<file path="config.mk">
export PLATFORM = sky130hd
export DESIGN_NAME = audio_dac
export DESIGN_NICKNAME = d
export VERILOG_FILES = /design/src/rtl/audio_dac_pkg.sv /design/src/rtl/audio_dac_sinegen.sv /design/src/rtl/audio_dac.sv
export SDC_FILE = /design/constraint.sdc
export NUM_CORES = 1
export LEC_CHECK = 0
export ABC_CLOCK_PERIOD_IN_PS = 12300
export BUFFER_PORTS_ARGS = -buffer_cell sky130_fd_sc_hd__buf_2
export CAP_MARGIN = 25
export CORE_MARGIN = 2
export CORE_UTILIZATION = 55
export CTS_CLUSTER_DIAMETER = 150
export DETAILED_ROUTE_END_ITERATION = 6
export PLACE_DENSITY_LB_ADDON = 0.15
export SKIP_CTS_REPAIR_TIMING = 1
export SLEW_MARGIN = 20
export SYNTH_ARGS = -nofsm -noshare
export SYNTH_HDL_FRONTEND = slang
export SYNTH_SLANG_ARGS = --single-unit
export TNS_END_PERCENT = 50
</file>
<file path="constraint.sdc">
create_clock -name clk_i -period 12.3 [get_ports clk_i]
set_clock_uncertainty 0.05 [all_clocks]
set_input_delay 2.46 -clock clk_i [delete_from_list [all_inputs] [get_ports clk_i]]
set_output_delay 2.46 -clock clk_i [all_outputs]
set_load 0.01 [all_outputs]
</file>
<file path="src/rtl/audio_dac_pkg.sv">
// Shared types, constants and helpers for the delta-sigma audio DAC back-end.
// Holds the quarter-wave sine table used by the built-in test tone generator.
package audio_dac_pkg;

    typedef logic signed [15:0] sample_t;

    localparam int INTEG_W       = 20;
    localparam int OSR_BASE      = 32;
    localparam int SINE_LUT_BITS = 6;

    typedef logic signed [INTEG_W-1:0] integ_t;
    typedef logic signed [INTEG_W+1:0] wide_t;

    localparam integ_t FB_POS    = integ_t'(32768);
    localparam integ_t FB_NEG    = -FB_POS;
    localparam integ_t INTEG_MAX = integ_t'({1'b0, {(INTEG_W-1){1'b1}}});
    localparam integ_t INTEG_MIN = integ_t'({1'b1, {(INTEG_W-1){1'b0}}});

    // round(32767 * sin(2*pi*k/256)) for k = 0..63
    localparam logic [14:0] SINE_LUT [2**SINE_LUT_BITS] = '{
        15'd0,     15'd804,   15'd1608,  15'd2411,  15'd3212,  15'd4011,  15'd4808,  15'd5602,
        15'd6392,  15'd7179,  15'd7962,  15'd8739,  15'd9512,  15'd10278, 15'd11039, 15'd11793,
        15'd12539, 15'd13278, 15'd14009, 15'd14732, 15'd15447, 15'd16151, 15'd16846, 15'd17530,
        15'd18204, 15'd18867, 15'd19519, 15'd20159, 15'd20787, 15'd21402, 15'd22005, 15'd22594,
        15'd23170, 15'd23731, 15'd24279, 15'd24811, 15'd25329, 15'd25832, 15'd26319, 15'd26790,
        15'd27245, 15'd27683, 15'd28105, 15'd28510, 15'd28898, 15'd29268, 15'd29621, 15'd29956,
        15'd30273, 15'd30571, 15'd30852, 15'd31113, 15'd31356, 15'd31580, 15'd31785, 15'd31971,
        15'd32137, 15'd32285, 15'd32412, 15'd32521, 15'd32609, 15'd32678, 15'd32728, 15'd32757
    };

    function automatic logic [7:0] osr_last(input logic [1:0] osr);
        return 8'((OSR_BASE << osr) - 1);
    endfunction

    function automatic integ_t sat_integ(input wide_t v);
        if (v > wide_t'(INTEG_MAX)) begin
            return INTEG_MAX;
        end else if (v < wide_t'(INTEG_MIN)) begin
            return INTEG_MIN;
        end
        return integ_t'(v);
    endfunction

endpackage

</file>
<file path="src/rtl/audio_dac_sinegen.sv">
// Test tone source: 8-bit phase accumulator advanced on each sample tick,
// presents the sine of the phase it will step to so the top can latch it on the tick.
module audio_dac_sinegen
    import audio_dac_pkg::*;
(
    input  logic       i_clk,
    input  logic       i_rst_n,
    input  logic       i_tick,
    input  logic       i_en,
    input  logic [4:0] i_step,
    output sample_t    o_sample_next
);

    logic [7:0]  r_phase;
    logic [7:0]  w_phase_next;
    logic [1:0]  w_quad;
    logic [5:0]  w_idx;
    logic [5:0]  w_idx_mirror;
    logic [14:0] w_mag;
    sample_t     w_pos;

    assign w_phase_next = r_phase + {3'b000, i_step};
    assign w_quad       = w_phase_next[7:6];
    assign w_idx        = w_phase_next[5:0];
    assign w_idx_mirror = 6'd0 - w_idx;

    always_ff @(posedge i_clk) begin
        if (!i_rst_n) begin
            r_phase <= '0;
        end else if (i_tick && i_en) begin
            r_phase <= w_phase_next;
        end
    end

    // Odd quadrants read the table backwards; index 0 there is the peak, which the table lacks
    always_comb begin
        w_mag = SINE_LUT[w_idx];
        if (w_quad[0]) begin
            w_mag = (w_idx == 6'd0) ? 15'h7FFF : SINE_LUT[w_idx_mirror];
        end
    end

    assign w_pos         = sample_t'({1'b0, w_mag});
    assign o_sample_next = w_quad[1] ? -w_pos : w_pos;

endmodule

</file>
<file path="src/rtl/audio_dac.sv">
// Audio DAC back-end: 16-sample write FIFO, sample-rate tick, volume shift and a
// 1st/2nd-order delta-sigma modulator producing a complementary 1-bit stream.
module audio_dac
    import audio_dac_pkg::*;
#(
    parameter int FIFO_DEPTH_LOG2 = 4
) (
    input  logic        clk_i,
    input  logic        rst_n_i,
    input  logic [15:0] fifo_i,
    input  logic        fifo_rdy_i,
    output logic        fifo_ack_o,
    output logic        fifo_full_o,
    output logic        fifo_empty_o,
    input  logic        mode_i,
    input  logic [3:0]  volume_i,
    input  logic [1:0]  osr_i,
    output logic        ds_o,
    output logic        ds_n_o,
    input  logic        tst_fifo_loop_i,
    input  logic        tst_sinegen_en_i,
    input  logic [4:0]  tst_sinegen_step_i
);

    localparam int AW    = FIFO_DEPTH_LOG2;
    localparam int CW    = FIFO_DEPTH_LOG2 + 1;
    localparam int DEPTH = 1 << FIFO_DEPTH_LOG2;

    // ---------------- sample tick ----------------
    logic [7:0] r_tick_cnt;
    logic [1:0] r_osr;
    logic       w_tick;

    assign w_tick = (r_tick_cnt == osr_last(r_osr));

    // A new oversampling ratio is only picked up as the counter wraps
    always_ff @(posedge clk_i) begin
        if (!rst_n_i) begin
            r_tick_cnt <= '0;
            r_osr      <= osr_i;
        end else if (w_tick) begin
            r_tick_cnt <= '0;
            r_osr      <= osr_i;
        end else begin
            r_tick_cnt <= r_tick_cnt + 8'd1;
        end
    end

    // ---------------- write FIFO ----------------
    sample_t         r_mem [DEPTH];
    logic [AW-1:0]   r_wr_ptr;
    logic [AW-1:0]   r_rd_ptr;
    logic [AW-1:0]   r_loop_ofs;
    logic [CW-1:0]   r_count;
    logic            r_ack;
    logic            r_empty;
    logic            r_full;
    logic            w_wr;
    logic            w_pop;
    logic            w_consume;
    logic [AW-1:0]   w_rd_addr;
    logic [AW-1:0]   w_loop_ofs_next;
    logic [CW-1:0]   w_count_next;

    // Host handshake (4-phase): host raises fifo_rdy_i with fifo_i valid; the sample is
    // written on the first edge with ack low and space free, ack then stays high until
    // the host drops fifo_rdy_i, and a new request is only taken once ack is low again.
    assign w_wr      = fifo_rdy_i && !r_ack && !r_full;
    assign w_pop     = w_tick && !tst_sinegen_en_i && !r_empty;
    assign w_consume = w_pop && !tst_fifo_loop_i;
    assign w_rd_addr = r_rd_ptr + r_loop_ofs;

    always_comb begin
        w_count_next = r_count;
        if (w_wr && !w_consume) begin
            w_count_next = r_count + CW'(1);
        end else if (!w_wr && w_consume) begin
            w_count_next = r_count - CW'(1);
        end
    end

    // Replay position walks the stored samples relative to the head and wraps at count
    always_comb begin
        w_loop_ofs_next = r_loop_ofs;
        if (!tst_fifo_loop_i) begin
            w_loop_ofs_next = '0;
        end else if (w_pop) begin
            if (({1'b0, r_loop_ofs} + CW'(1)) >= r_count) begin
                w_loop_ofs_next = '0;
            end else begin
                w_loop_ofs_next = r_loop_ofs + AW'(1);
            end
        end
    end

    always_ff @(posedge clk_i) begin
        if (w_wr) begin
            r_mem[r_wr_ptr] <= fifo_i;
        end
    end

    always_ff @(posedge clk_i) begin
        if (!rst_n_i) begin
            r_wr_ptr   <= '0;
            r_rd_ptr   <= '0;
            r_loop_ofs <= '0;
            r_count    <= '0;
            r_empty    <= 1'b1;
            r_full     <= 1'b0;
            r_ack      <= 1'b0;
        end else begin
            if (w_wr) begin
                r_wr_ptr <= r_wr_ptr + AW'(1);
            end
            if (w_consume) begin
                r_rd_ptr <= r_rd_ptr + AW'(1);
            end
            r_loop_ofs <= w_loop_ofs_next;
            r_count    <= w_count_next;
            r_empty    <= (w_count_next == '0);
            r_full     <= (w_count_next == CW'(DEPTH));
            if (w_wr) begin
                r_ack <= 1'b1;
            end else if (!fifo_rdy_i) begin
                r_ack <= 1'b0;
            end
        end
    end

    assign fifo_ack_o   = r_ack;
    assign fifo_empty_o = r_empty;
    assign fifo_full_o  = r_full;

    // ---------------- sample source ----------------
    sample_t w_sine_next;
    sample_t r_held;
    sample_t w_x;

    audio_dac_sinegen u_sinegen (
        .i_clk         (clk_i),
        .i_rst_n       (rst_n_i),
        .i_tick        (w_tick),
        .i_en          (tst_sinegen_en_i),
        .i_step        (tst_sinegen_step_i),
        .o_sample_next (w_sine_next)
    );

    // An empty FIFO on a tick keeps the last sample rather than dropping to zero
    always_ff @(posedge clk_i) begin
        if (!rst_n_i) begin
            r_held <= '0;
        end else if (w_tick && tst_sinegen_en_i) begin
            r_held <= w_sine_next;
        end else if (w_pop) begin
            r_held <= r_mem[w_rd_addr];
        end
    end

    assign w_x = r_held >>> volume_i;

    // ---------------- delta-sigma modulator ----------------
    integ_t r_i1;
    integ_t r_i2;
    logic   r_ds;
    logic   r_mode_d;
    integ_t w_fb;
    wide_t  w_sum1;
    wide_t  w_sum2;
    integ_t w_i1_next;
    integ_t w_i2_next;
    logic   w_mode_chg;

    assign w_fb       = r_ds ? FB_POS : FB_NEG;
    assign w_sum1     = wide_t'(r_i1) + wide_t'(w_x) - wide_t'(w_fb);
    assign w_i1_next  = sat_integ(w_sum1);
    assign w_sum2     = wide_t'(r_i2) + wide_t'(w_i1_next) - wide_t'(w_fb);
    assign w_i2_next  = sat_integ(w_sum2);
    assign w_mode_chg = (mode_i != r_mode_d);

    // The second integrator restarts from zero whenever the loop order is switched
    always_ff @(posedge clk_i) begin
        if (!rst_n_i) begin
            r_i1     <= '0;
            r_i2     <= '0;
            r_ds     <= 1'b0;
            r_mode_d <= mode_i;
        end else begin
            r_i1     <= w_i1_next;
            r_mode_d <= mode_i;
            if (w_mode_chg || !mode_i) begin
                r_i2 <= '0;
            end else begin
                r_i2 <= w_i2_next;
            end
            r_ds <= mode_i ? !w_i2_next[INTEG_W-1] : !w_i1_next[INTEG_W-1];
        end
    end

    assign ds_o   = r_ds;
    assign ds_n_o = ~r_ds;

endmodule

</file>
==> metrics.csv, run 1 <==
stage,metric,value,unit
setup_path,Worst setup endpoint,r_i2[12],
setup_path,worst-case reg-to-reg path depth,34,
setup_path,critical path arrival,10930,ps
finish,n_diodes,0,
cts,Worst-Skew Late Latency,570,ps
routing,drt total wl,58.9,mm
cts,TritonCTS clock tree,done,
finish,Final nets,2276,
setup_path,critical path class,input pin to register,
logic_synthesis,Mapped Avg Cell Area,10.3,um^2
logic_synthesis,synthesized cell area,21800,um^2
routing,DRT iter0 DRCs,1643,
finish,final instance area,23900,um^2
global_route,largest net degree at the start of global routing,65,
sta,setup slack after layout,1720,ps
logic_synthesis,count of cell types in the netlist,102,
finish,Fillers,3180,
setup_path,critical path endpoint category,register,
sta,worst relative slew slack,32.2,%
global_route,GRT Total Usage,28.6,%
pwr,Leak,8.80,nW
logic_synthesis,Yosys top cell area share,35.5,%
setup_path,"Max FO, Critical Path",24,
floorplanning,Top Ports,38,
logic_synthesis,number of synthesized register bits,352,
setup_path,critical path launch point type,input pin,
sta,Final min period,10580,ps
finish,Post-Layout Cell Count,2663,
cts,clk slew on worst S/H paths,60,ps
placement,Placer Congestion,0.938,
routing,Vias/cell,6.39,
placement,Port Buffers,37,
setup_path,Crit path required time,12640,ps
pwr,total power per unit cell area,229,nW/um^2
global_route,aggregate global routing overflow,0,
setup_path,worst flop-to-flop path endpoint,r_i2[12],
floorplanning,row cnt,72,
placement,HPWL Detailed,38.7,mm
placement,Placed Cells,2591,
setup_path,CP Depth,34,
routing,# DRC,0,
setup_path,RR Startpoint,r_held[15],
cts,htree depth,2,
cts,CTS Buf Count,39,
floorplanning,Die Ht,203,um
logic_synthesis,Yosys Warn Count,0,
setup_path,Crit-path slowest cell,a21oi_2,
cts,Root Driver,clkbuf_16,
floorplanning,Core ar.,38900,um^2
setup_path,r2r setup slk,3470,ps
floorplanning,Initial Utilization,56.1,%
sta,hold slack,410,ps
placement,post-place instance area,22600,um^2
floorplanning,die area,41300,um^2
logic_synthesis,Synth Flop Type,edfxtp_1,
finish,Area Overhead vs Synth,9.42,%
setup_path,"CP delay by family, top",compound AO/OA/AOI/OAI gates,
logic_synthesis,Mapped Cells,2122,
floorplanning,DIE WIDTH,203,um
sta,final setup fails,0,
logic_synthesis,Synth Net Count,2283,
routing,DR WL/cell,22.1,um
sta,"Slew Viols, Final",0,
logic_synthesis,"Seq/Total Area, Yosys",44.1,%
pwr,overall power,5.47,mW
logic_synthesis,Synth area leader,edfxtp_1,
sta,Worst Tran Pin Value,1020,ps
global_route,number of global-route vias before repair,16305,
cts,Clock Tree Buf Depth,3,
finish,Post-Route Utilization,61.4,%
setup_path,crit path from,volume_i[1],
sta,RSZ-0062 raised after global routing,false,
sta,Highest Clock Rate,94.5,MHz
cts,clock sink count,352,
finish,layout cells sized above 1,13.7,%
sta,period utilisation layout,86.0,%
routing,1st-pass router iterations,6,
sta,Setup TNS,0,ps
global_route,antenna violations before repair,2,
setup_path,Crit path largest cell delay,820,ps
routing,antenna-violating nets left,0,
logic_synthesis,ys async rst share,0,%
placement,pre-CTS WS,1310,ps
run,max_cap viols,0,
setup_path,Crit path buffers/inverters,5,
logic_synthesis,Post-synth EDFFs,258,
run_status,status,"finished, final reports clean",
pwr,VDD IR max,0.000248,V
setup_path,Most common cell on crit path,o21ai_0,
finish,"commonest non-fill, non-tap cell in the layout",edfxtp_1,
global_route,first-pass GRT wire length,92.1,mm
finish,most frequent cells in the layout,"edfxtp_1 (258), nand2_1 (198), nor2_1 (173)",
sta,Hold Fails Final Rpt,0,
hold_path,Hold Crit Class,register to register,
routing,via count,17028,
logic_synthesis,ranking of synthesized cells by area,"edfxtp_1 (36%), dfxtp_1 (8.6%), mux4_2 (6.8%), ha_1 (6.8%), nand2_1 (3.4%)",
-- cells in the mapped netlist (8+ instances only) --
library cell and n:
xor2_1 29, buf_2 28, buf_6 8, and2_1 19, a21o_1 22, o31ai_1 11
a2111oi_0 8, nor4_1 10, a311oi_1 18, xnor2_1 39, o21ai_0 120, dfxtp_1 94
nor2_1 185, clkbuf_1 80, nand2b_1 19, ha_1 118, nor3_1 43, mux2i_1 29
a211o_1 9, mux4_2 66, o21ai_1 8, o22ai_1 9, o221ai_1 11, nand3_1 58
o311ai_0 12, a21oi_1 123, inv_1 137, a211oi_1 31, edfxtp_1 258, buf_1 14
a31oi_1 29, fa_1 10, nand2_1 198, nand4_1 18, and3_1 10, a22oi_1 10
nor2b_1 20, o211ai_1 30, a221oi_1 9
-- layout make-up --
cell class | instances | area, um^2 | share of cell area (%)
multi-input cells | 1491 | 11200 | 46.7
flip-flops and latches | 352 | 9630 | 40.3
clock buffers | 42 | 987 | 4.13
well taps | 518 | 648 | 2.71
repair buffers | 87 | 588 | 2.46
inverters | 144 | 541 | 2.26
clock inverters | 29 | 332 | 1.39
-- sequential cells by signal, summed over array words and instances, names as in the netlist --
register,cells
r_mode_d,1
r_wr_ptr,4
r_tick_cnt,8
u_sinegen.r_phase,8
r_i2,20
r_rd_ptr,4
r_held,16
ds_o,1
r_osr,2
r_mem,256
r_count,5
fifo_ack_o,1
r_i1,20
r_loop_ofs,4
fifo_full_o,1
fifo_empty_o,1
-- worst min path at each step --
stage	from	endpoint	slack (ps)	depth (start not counted)
finish	u_sinegen.r_phase[3]	u_sinegen.r_phase[3]	410	2
detailed placement	u_sinegen.r_phase[3]	u_sinegen.r_phase[3]	400	2
global route	u_sinegen.r_phase[3]	u_sinegen.r_phase[3]	430	2
floorplan	r_tick_cnt[0]	r_tick_cnt[0]	390	1
global placement	fifo_full_o	fifo_ack_o	380	1
CTS	u_sinegen.r_phase[3]	u_sinegen.r_phase[3]	410	2
-- where the power goes --
part	leakage, nW	switching (mW)	internal (mW)
Clock	0.638	0.504	0.681
Combinational	5.07	1.76	1.18
Sequential	3.09	0.0210	1.33
-- worst register-to-register path, delay by kind of cell (launching register included) --
family / cells / cell delay [ps]
multiplexers: 1 / 430
AND/OR/NAND/NOR: 7 / 1150
buffers and inverters: 3 / 380
adder cells (fa/ha/maj): 4 / 1060
AO/OA/AOI/OAI: 19 / 4790
flip-flops: 1 / 800
-- cell families after synthesis --
family | after synthesis | share of synthesized area, %
compound gates | 557 | 17.7
xor+xnor | 72 | 3.08
flops | 352 | 44.1
buf+inv | 279 | 5.32
fa+ha+maj | 129 | 7.73
mux | 102 | 8.50
simple gates | 631 | 13.5
-- routing by layer --
metal,share of wire [%],vias to the layer above,GRT usage (%),wire length [um]
li1,-,7924,-,-
met4,3.5,4,10.4,2040
met1,41,8172,38.7,24400
met2,47,774,46.6,27500
met3,8.2,154,4.63,4840
met5,0.039,-,0,23
Power figures use the tool's default switching activity.
==> run 2, diff against run 1 <==
--- a/config.mk
+++ b/config.mk
@@ -17,5 +17,6 @@
 export SLEW_MARGIN = 20
 export SYNTH_ARGS = -nofsm -noshare
 export SYNTH_HDL_FRONTEND = slang
+export SYNTH_HIERARCHICAL = 1
 export SYNTH_SLANG_ARGS = --single-unit
 export TNS_END_PERCENT = 50
==> run 2 against run 1 <==
Against the previous run: critical path depth shrank 4; core utilization shrank 0.91 points; sequential power is essentially flat; total power grew 8.3%; via count grew 0.45%.
==> metrics.csv, run 2 <==
stage,metric,value,unit,change
run_status,status,"finished, final reports clean",,
setup_path,Crit path required time,12630,ps,about the same
logic_synthesis,"Seq/Total Area, Yosys",43.7,%,-0.42 points
placement,post-place instance area,22700,um^2,+0.49%
routing,drt total wl,61.4,mm,+4.3%
global_route,number of global-route vias before repair,16642,,+2.1%
logic_synthesis,synthesized cell area,22000,um^2,+0.96%
floorplanning,Core ar.,39600,um^2,+1.9%
setup_path,RR Startpoint,r_held[15],,
sta,Final min period,9550,ps,-1030 ps
sta,Highest Clock Rate,105,MHz,+11%
pwr,overall power,5.92,mW,+8.3%
logic_synthesis,Synth Flop Type,edfxtp_1,,
finish,biggest regs,"r_mem (256), r_i1 (20), r_i2 (20)",,
floorplanning,row cnt,73,,+1.4%
sta,setup slack after layout,2750,ps,+1030 ps
cts,Clock Tree Buf Depth,3,,unchanged
floorplanning,Die Ht,204,um,+0.47%
setup_path,worst flop-to-flop path endpoint,r_i2[2],,
setup_path,Crit path largest cell delay,780,ps,-40 ps
setup_path,critical path arrival,9880,ps,-1050 ps
finish,most frequent cells in the layout,"edfxtp_1 (258), nand2_1 (213), o21ai_0 (132)",,
finish,n_diodes,0,,unchanged
finish,Final nets,2247,,-1.3%
sta,Worst Tran Pin Value,1070,ps,+49.3 ps
cts,CTS Buf Count,38,,-2.6%
setup_path,r2r setup slk,4560,ps,+1090 ps
global_route,largest net degree at the start of global routing,65,,unchanged
routing,via count,17105,,+0.45%
setup_path,worst-case reg-to-reg path depth,26,,-24%
finish,Largest register FFs,256,,unchanged
placement,pre-CTS WS,2340,ps,+1040 ps
cts,clock sink count,352,,unchanged
sta,worst relative slew slack,28.4,%,-3.8 points
finish,area occupied by multi-input gates,11400,um^2,+2.1%
finish,Reg with most FFs,r_mem,,
sta,final setup fails,0,,unchanged
setup_path,"Max FO, Critical Path",27,,+13%
logic_synthesis,ys async rst share,0,%,unchanged
finish,final instance area,24000,um^2,+0.35%
finish,Fillers,3269,,+2.8%
cts,TritonCTS clock tree,done,,
sta,RSZ-0062 raised after global routing,false,,
cts,htree depth,2,,unchanged
pwr,Leak,9.08,nW,+3.1%
routing,antenna-violating nets left,0,,unchanged
routing,DR WL/cell,23.2,um,+4.9%
sta,Setup TNS,0,ps,unchanged
logic_synthesis,Yosys Warn Count,6,,+6
logic_synthesis,number of synthesized register bits,352,,unchanged
logic_synthesis,Mapped Avg Cell Area,10.4,um^2,+1.6%
pwr,total power per unit cell area,247,nW/um^2,+7.9%
logic_synthesis,Post-synth EDFFs,258,,unchanged
placement,Placer Congestion,0.965,,+3.0%
pwr,VDD IR max,0.000254,V,+2.1%
finish,layout cells sized above 1,14.6,%,+0.90 points
floorplanning,Top Ports,38,,unchanged
logic_synthesis,ranking of synthesized cells by area,"edfxtp_1 (35%), dfxtp_1 (8.5%), mux4_2 (7.0%), ha_1 (6.2%), nand2_1 (3.6%)",,
cts,Worst-Skew Late Latency,560,ps,about the same
placement,HPWL Detailed,40.2,mm,+3.7%
cts,clk slew on worst S/H paths,60,ps,about the same
global_route,antenna violations before repair,4,,+2
sta,Hold Fails Final Rpt,0,,unchanged
run,max_cap viols,0,,unchanged
logic_synthesis,Synth Net Count,2262,,-0.92%
logic_synthesis,Synth area leader,edfxtp_1,,
floorplanning,DIE WIDTH,204,um,+0.47%
sta,"Slew Viols, Final",0,,unchanged
logic_synthesis,cell with the most instances after synthesis,edfxtp_1,,
finish,"commonest non-fill, non-tap cell in the layout",edfxtp_1,,
setup_path,critical path launch point type,input pin,,
floorplanning,die area,41700,um^2,+0.94%
routing,Vias/cell,6.46,,+1.1%
finish,register area,9630,um^2,unchanged
finish,Post-Route Utilization,60.4,%,-0.91 points
hold_path,hold depth,1,,-1
hold_path,Worst Hold End,r_tick_cnt[0],,
logic_synthesis,count of cell types in the netlist,113,,+11%
floorplanning,Initial Utilization,55.6,%,-0.50 points
hold_path,Worst Min Path Start,r_tick_cnt[0],,
finish,Area Overhead vs Synth,8.76,%,
logic_synthesis,synth cell count leaders,"edfxtp_1 (258), nand2_1 (213), o21ai_0 (132)",,
hold_path,Hold Crit Class,register to register,,
setup_path,critical path endpoint category,register,,
logic_synthesis,Mapped Cells,2109,,-0.61%
setup_path,critical path class,input pin to register,,
global_route,aggregate global routing overflow,0,,unchanged
placement,Port Buffers,37,,unchanged
sta,period utilisation layout,77.6,%,-8.4 points
logic_synthesis,Yosys top cell area share,35.2,%,-0.34 points
routing,DRT iter0 DRCs,1665,,+1.3%
routing,1st-pass router iterations,6,,unchanged
global_route,first-pass GRT wire length,95.6,mm,+3.8%
setup_path,Crit-path slowest cell,o21a_1,,
routing,# DRC,0,,unchanged
cts,Root Driver,clkbuf_16,,
global_route,GRT Total Usage,29.7,%,+1.1 points
==> run 2: changes by cell type in the layout (fill, tap and decap cells not counted), sizes merged, moves of 14 or more <==
cell / delta
o21ai: +14
nand3: +19
nor2: -65
nand2: +15
o211a: +21
==> run 2: cells by family after synthesis <==
| group | synth area share, % |
|---|---|
| muxes | 8.26 |
| xor gates and xnor gates | 3.80 |
| buffers and inverters | 5.16 |
| adders and majority gates | 7.16 |
| AOI/OAI and AO/OA | 19.3 |
| DFF | 43.7 |
| and+or+nand+nor | 12.6 |
==> run 2: layout make-up <==
class	count	share of cell area (%)
Inverter	129	2.03
Tap cell	525	2.74
Timing Repair Buffer	81	2.27
Sequential cell	352	40.2
Clock buffer	45	4.16
Multi-Input combinational cell	1492	47.5
Clock inverter	23	1.09
==> run 2: how the worst max path moves through the flow <==
stage / start / end / cells past startpoint
after floorplan: volume_i[0] / r_i2[5] / 33
after global placement: volume_i[0] / r_i2[3] / 27
after detailed placement: volume_i[1] / r_i2[2] / 30
after CTS: volume_i[1] / r_i2[2] / 30
after global routing: volume_i[1] / r_i2[7] / 30
final: volume_i[1] / r_i2[2] / 30
==> run 2: critical path: cells and delay by family <==
family / cells / cell delay (ps)
xor+xnor: 1 / 120
buf+inv: 4 / 630
simple gates: 6 / 1130
compound gates: 15 / 4190
fa+ha+maj: 4 / 1320
==> run 2: metal layers <==
layer / wire (um) / up-vias / global-route usage, %
li1: - / 7901 / -
met2: 28700 / 727 / 48.4
met1: 25400 / 8302 / 39.3
met3: 4840 / 169 / 5.82
met5: 29 / - / 0
met4: 2430 / 6 / 11.4
==> run 2: power breakdown <==
part           internal [mW]  switching [mW]  leakage, nW
clock network          0.671           0.473        0.601
logic                   1.39            2.02         5.38
registers               1.34          0.0270         3.10
==> run 2: metrics by stage <==
stage / cells / hold WS, ps
2_1_floorplan: 2109 / 380
3_5_place_dp: 2576 / 405
4_1_cts: 2644 / 419
5_1_grt: 2647 / 457
6_report: 2647 / 418
3_3_place_gp: 2574 / 396
==> run 3, diff against run 2 <==
--- a/config.mk
+++ b/config.mk
@@ -5,7 +5,8 @@
 export SDC_FILE = /design/constraint.sdc
 export NUM_CORES = 1
 export LEC_CHECK = 0
-export ABC_CLOCK_PERIOD_IN_PS = 12300
+export ABC_AREA = 1
+export ABC_CLOCK_PERIOD_IN_PS = 7900
 export BUFFER_PORTS_ARGS = -buffer_cell sky130_fd_sc_hd__buf_2
 export CAP_MARGIN = 25
 export CORE_MARGIN = 2
==> constraint.sdc (replaced) <==
create_clock -name clk_i -period 7.9 [get_ports clk_i]
set_clock_uncertainty 0.05 [all_clocks]
set_input_delay 1.58 -clock clk_i [delete_from_list [all_inputs] [get_ports clk_i]]
set_output_delay 1.58 -clock clk_i [all_outputs]
set_load 0.01 [all_outputs]
==> run 3 against run 2 <==
Against the previous run: register-to-register slack got worse by 2900 ps; critical endpoint is now r_i2[12]; synthesized area is 1.0% higher; clock power up 49%; sequential share of layout area is 0.12 points higher; worst setup slack lost 1700 ps; critical path depth is 4 higher; sequential power is 57% higher; cell area fell by 0.29%; flip-flop and latch count stayed put; via count increased by 11%; synthesized cell count increased by 33%; wire length shrank 2.3%.
==> metrics.csv, run 3 <==
stage,metric,value,unit,change
run_status,status,"finished, final reports clean",,
routing,DRT iter0 DRCs,1761,,+5.8%
logic_synthesis,"Seq/Total Area, Yosys",43.3,%,-0.44 points
logic_synthesis,ranking of synthesized cells by area,"edfxtp_1 (35%), nand2_1 (12%), dfxtp_1 (8.5%), ha_1 (6.2%), nor2_1 (5.2%)",,
logic_synthesis,count of cell types in the netlist,58,,-49%
routing,drt total wl,60.0,mm,-2.3%
floorplanning,die area,42100,um^2,+1.0%
cts,clk slew on worst S/H paths,60,ps,about the same
hold_path,Hold Crit Class,register to register,,
floorplanning,Top Ports,38,,unchanged
logic_synthesis,number of synthesized register bits,352,,unchanged
logic_synthesis,Yosys Warn Count,6,,unchanged
floorplanning,Core ar.,39800,um^2,+0.46%
logic_synthesis,Yosys top cell area share,34.8,%,-0.36 points
setup_path,Crit path required time,8340,ps,-4290 ps
logic_synthesis,Synth Flop Type,edfxtp_1,,
logic_synthesis,xor/xnor share of the synthesized area,1.88,%,-1.9 points
logic_synthesis,Synth Area in Compound Gates,11.5,%,-7.8 points
floorplanning,Initial Utilization,55.9,%,+0.31 points
routing,1st-pass router iterations,6,,unchanged
cts,Root Driver,clkbuf_16,,
setup_path,Crit-path slowest cell,fa_1,,
global_route,antenna violations before repair,0,,-4
setup_path,worst flop-to-flop path endpoint,r_i2[12],,
logic_synthesis,post-synthesis mux area share,1.62,%,-6.6 points
cts,Worst-Skew Late Latency,570,ps,about the same
logic_synthesis,main combinational cell family by area after synthesis,simple AND/OR/NAND/NOR gates,,
finish,layout cells sized above 1,7.70,%,-6.9 points
logic_synthesis,Post-synth EDFFs,258,,unchanged
sta,final setup fails,0,,unchanged
logic_synthesis,cell with the most instances after synthesis,nand2_1,,
logic_synthesis,Mapped Cells,2804,,+33%
setup_path,critical path arrival,7280,ps,-2600 ps
finish,Area Overhead vs Synth,7.34,%,
sta,worst relative slew slack,40.0,%,+12 points
pwr,Leak,10.4,nW,+14%
finish,most frequent cells in the layout,"nand2_1 (684), nor2_1 (304), inv_1 (286)",,
setup_path,"Max FO, Critical Path",19,,-30%
global_route,number of global-route vias before repair,17774,,+6.8%
logic_synthesis,Synth Net Count,2957,,+31%
cts,CTS Buf Count,38,,unchanged
finish,n_diodes,0,,unchanged
sta,Highest Clock Rate,146,MHz,
global_route,largest net degree at the start of global routing,89,,+37%
logic_synthesis,synthesized cell area,22300,um^2,+1.0%
cts,clock sink count,352,,unchanged
setup_path,r2r setup slk,1660,ps,-2900 ps
setup_path,"CP delay by family, top",simple AND/OR/NAND/NOR gates,,
sta,Setup TNS,0,ps,unchanged
finish,Fillers,3606,,+10%
logic_synthesis,Mapped Avg Cell Area,7.94,um^2,-24%
routing,# DRC,0,,unchanged
hold_path,hold depth,1,,unchanged
global_route,aggregate global routing overflow,0,,unchanged
sta,period utilisation layout,86.6,%,
logic_synthesis,synth cell count leaders,"nand2_1 (684), nor2_1 (306), inv_1 (287)",,
sta,hold slack,407,ps,-10.7 ps
setup_path,critical path launch point type,input pin,,
global_route,GRT Total Usage,28.9,%,-0.75 points
placement,Placer Congestion,0.953,,-1.2%
finish,biggest regs,"r_mem (256), r_i1 (20), r_i2 (20)",,
setup_path,Crit path buffers/inverters,6,,+2
setup_path,critical path class,input pin to register,,
floorplanning,row cnt,73,,unchanged
finish,Final nets,2942,,+31%
hold_path,Worst Min Path Start,r_tick_cnt[0],,
routing,DR WL/cell,17.9,um,-23%
setup_path,Crit path largest cell delay,430,ps,-350 ps
setup_path,RR Startpoint,r_held[15],,
logic_synthesis,ys async rst share,0,%,unchanged
logic_synthesis,post-synthesis adder-cell area fraction,7.08,%,-0.073 points
sta,Worst Tran Pin Value,900,ps,-166 ps
floorplanning,DIE WIDTH,205,um,+0.50%
setup_path,critical path endpoint category,register,,
routing,Vias/cell,5.70,,-12%
sta,Hold Fails Final Rpt,0,,unchanged
setup_path,worst-case reg-to-reg path depth,30,,+15%
cts,TritonCTS clock tree,done,,
global_route,first-pass GRT wire length,95.4,mm,-0.24%
sta,"Slew Viols, Final",0,,unchanged
sta,Final min period,6840,ps,
cts,Clock Tree Buf Depth,3,,unchanged
hold_path,Worst Hold End,r_tick_cnt[0],,
finish,Reg with most FFs,r_mem,,
finish,"commonest non-fill, non-tap cell in the layout",nand2_1,,
pwr,VDD IR max,0.000420,V,+66%
cts,htree depth,2,,unchanged
routing,via count,19049,,+11%
logic_synthesis,Synth area leader,edfxtp_1,,
sta,RSZ-0062 raised after global routing,false,,
run,max_cap viols,0,,unchanged
placement,HPWL Detailed,41.9,mm,+4.3%
routing,antenna-violating nets left,0,,unchanged
pwr,total power per unit cell area,430,nW/um^2,+74%
floorplanning,Die Ht,205,um,+0.50%
setup_path,crit path from,volume_i[0],,
finish,Largest register FFs,256,,unchanged
logic_synthesis,post-synthesis simple-gate area fraction,26.5,%,+14 points
placement,Port Buffers,37,,unchanged
setup_path,Most common cell on crit path,nand2_1,,
==> run 3: changes by cell type after synthesis, sizes merged, moves of 24 or more <==
cell,change
inv,+181
mux4,-68
nand2,+504
nand3,+146
nor2,+192
o211ai,-24
o21ai,+138
xnor2,-28
==> run 3: stage by stage <==
stage,setup WS (ps),power (mW),std cells,area (um^2),util (%)
2_1_floorplan,1490,7.19,2804,22300,-
3_3_place_gp,616,8.51,3272,22700,57.0
3_5_place_dp,511,8.51,3273,22700,57.0
4_1_cts,1090,10.2,3341,23900,60.0
5_1_grt,484,11.2,3342,23900,60.0
6_report,1060,10.3,3342,23900,60.0
==> run 3: logic make-up after synthesis <==
logic type	Yosys count
AOI/OAI and AO/OA	476
xor gates and xnor gates	47
adders and majority gates	120
buffers and inverters	430
DFF	352
muxes	36
and+or+nand+nor	1343
==> run 3: power breakdown <==
part	switching [mW]	internal (mW)	leakage (nW)
Sequential	0.0517	2.09	3.10
Combinational	4.13	2.31	6.71
Clock	0.738	0.965	0.568
Total	4.92	5.36	10.4
==> run 3: final cells by class <==
type,count,area (um^2),share of cell area [%]
multi-input cells,2022,10900,45.5
flip-flops and latches,352,9630,40.3
inverters,310,1170,4.88
clock buffers,49,992,4.15
well taps,525,657,2.75
repair buffers,65,403,1.69
clock inverters,19,184,0.770
==> run 3: layer usage <==
layer | track usage (%) | routed length, um
met1 | 40.4 | 26900
met2 | 46.0 | 27000
met3 | 4.37 | 4340
met4 | 9.79 | 1700
met5 | 0 | 0
==> run 3: worst max-delay path by stage <==
stage,endpoint,slack (ps),cells after the start
after CTS,r_i2[13],1090,34
after floorplan,r_i2[10],1490,36
after detailed placement,r_i2[13],510,34
after global placement,r_i2[16],620,33
final,r_i2[12],1060,34
after global routing,r_i2[12],480,33
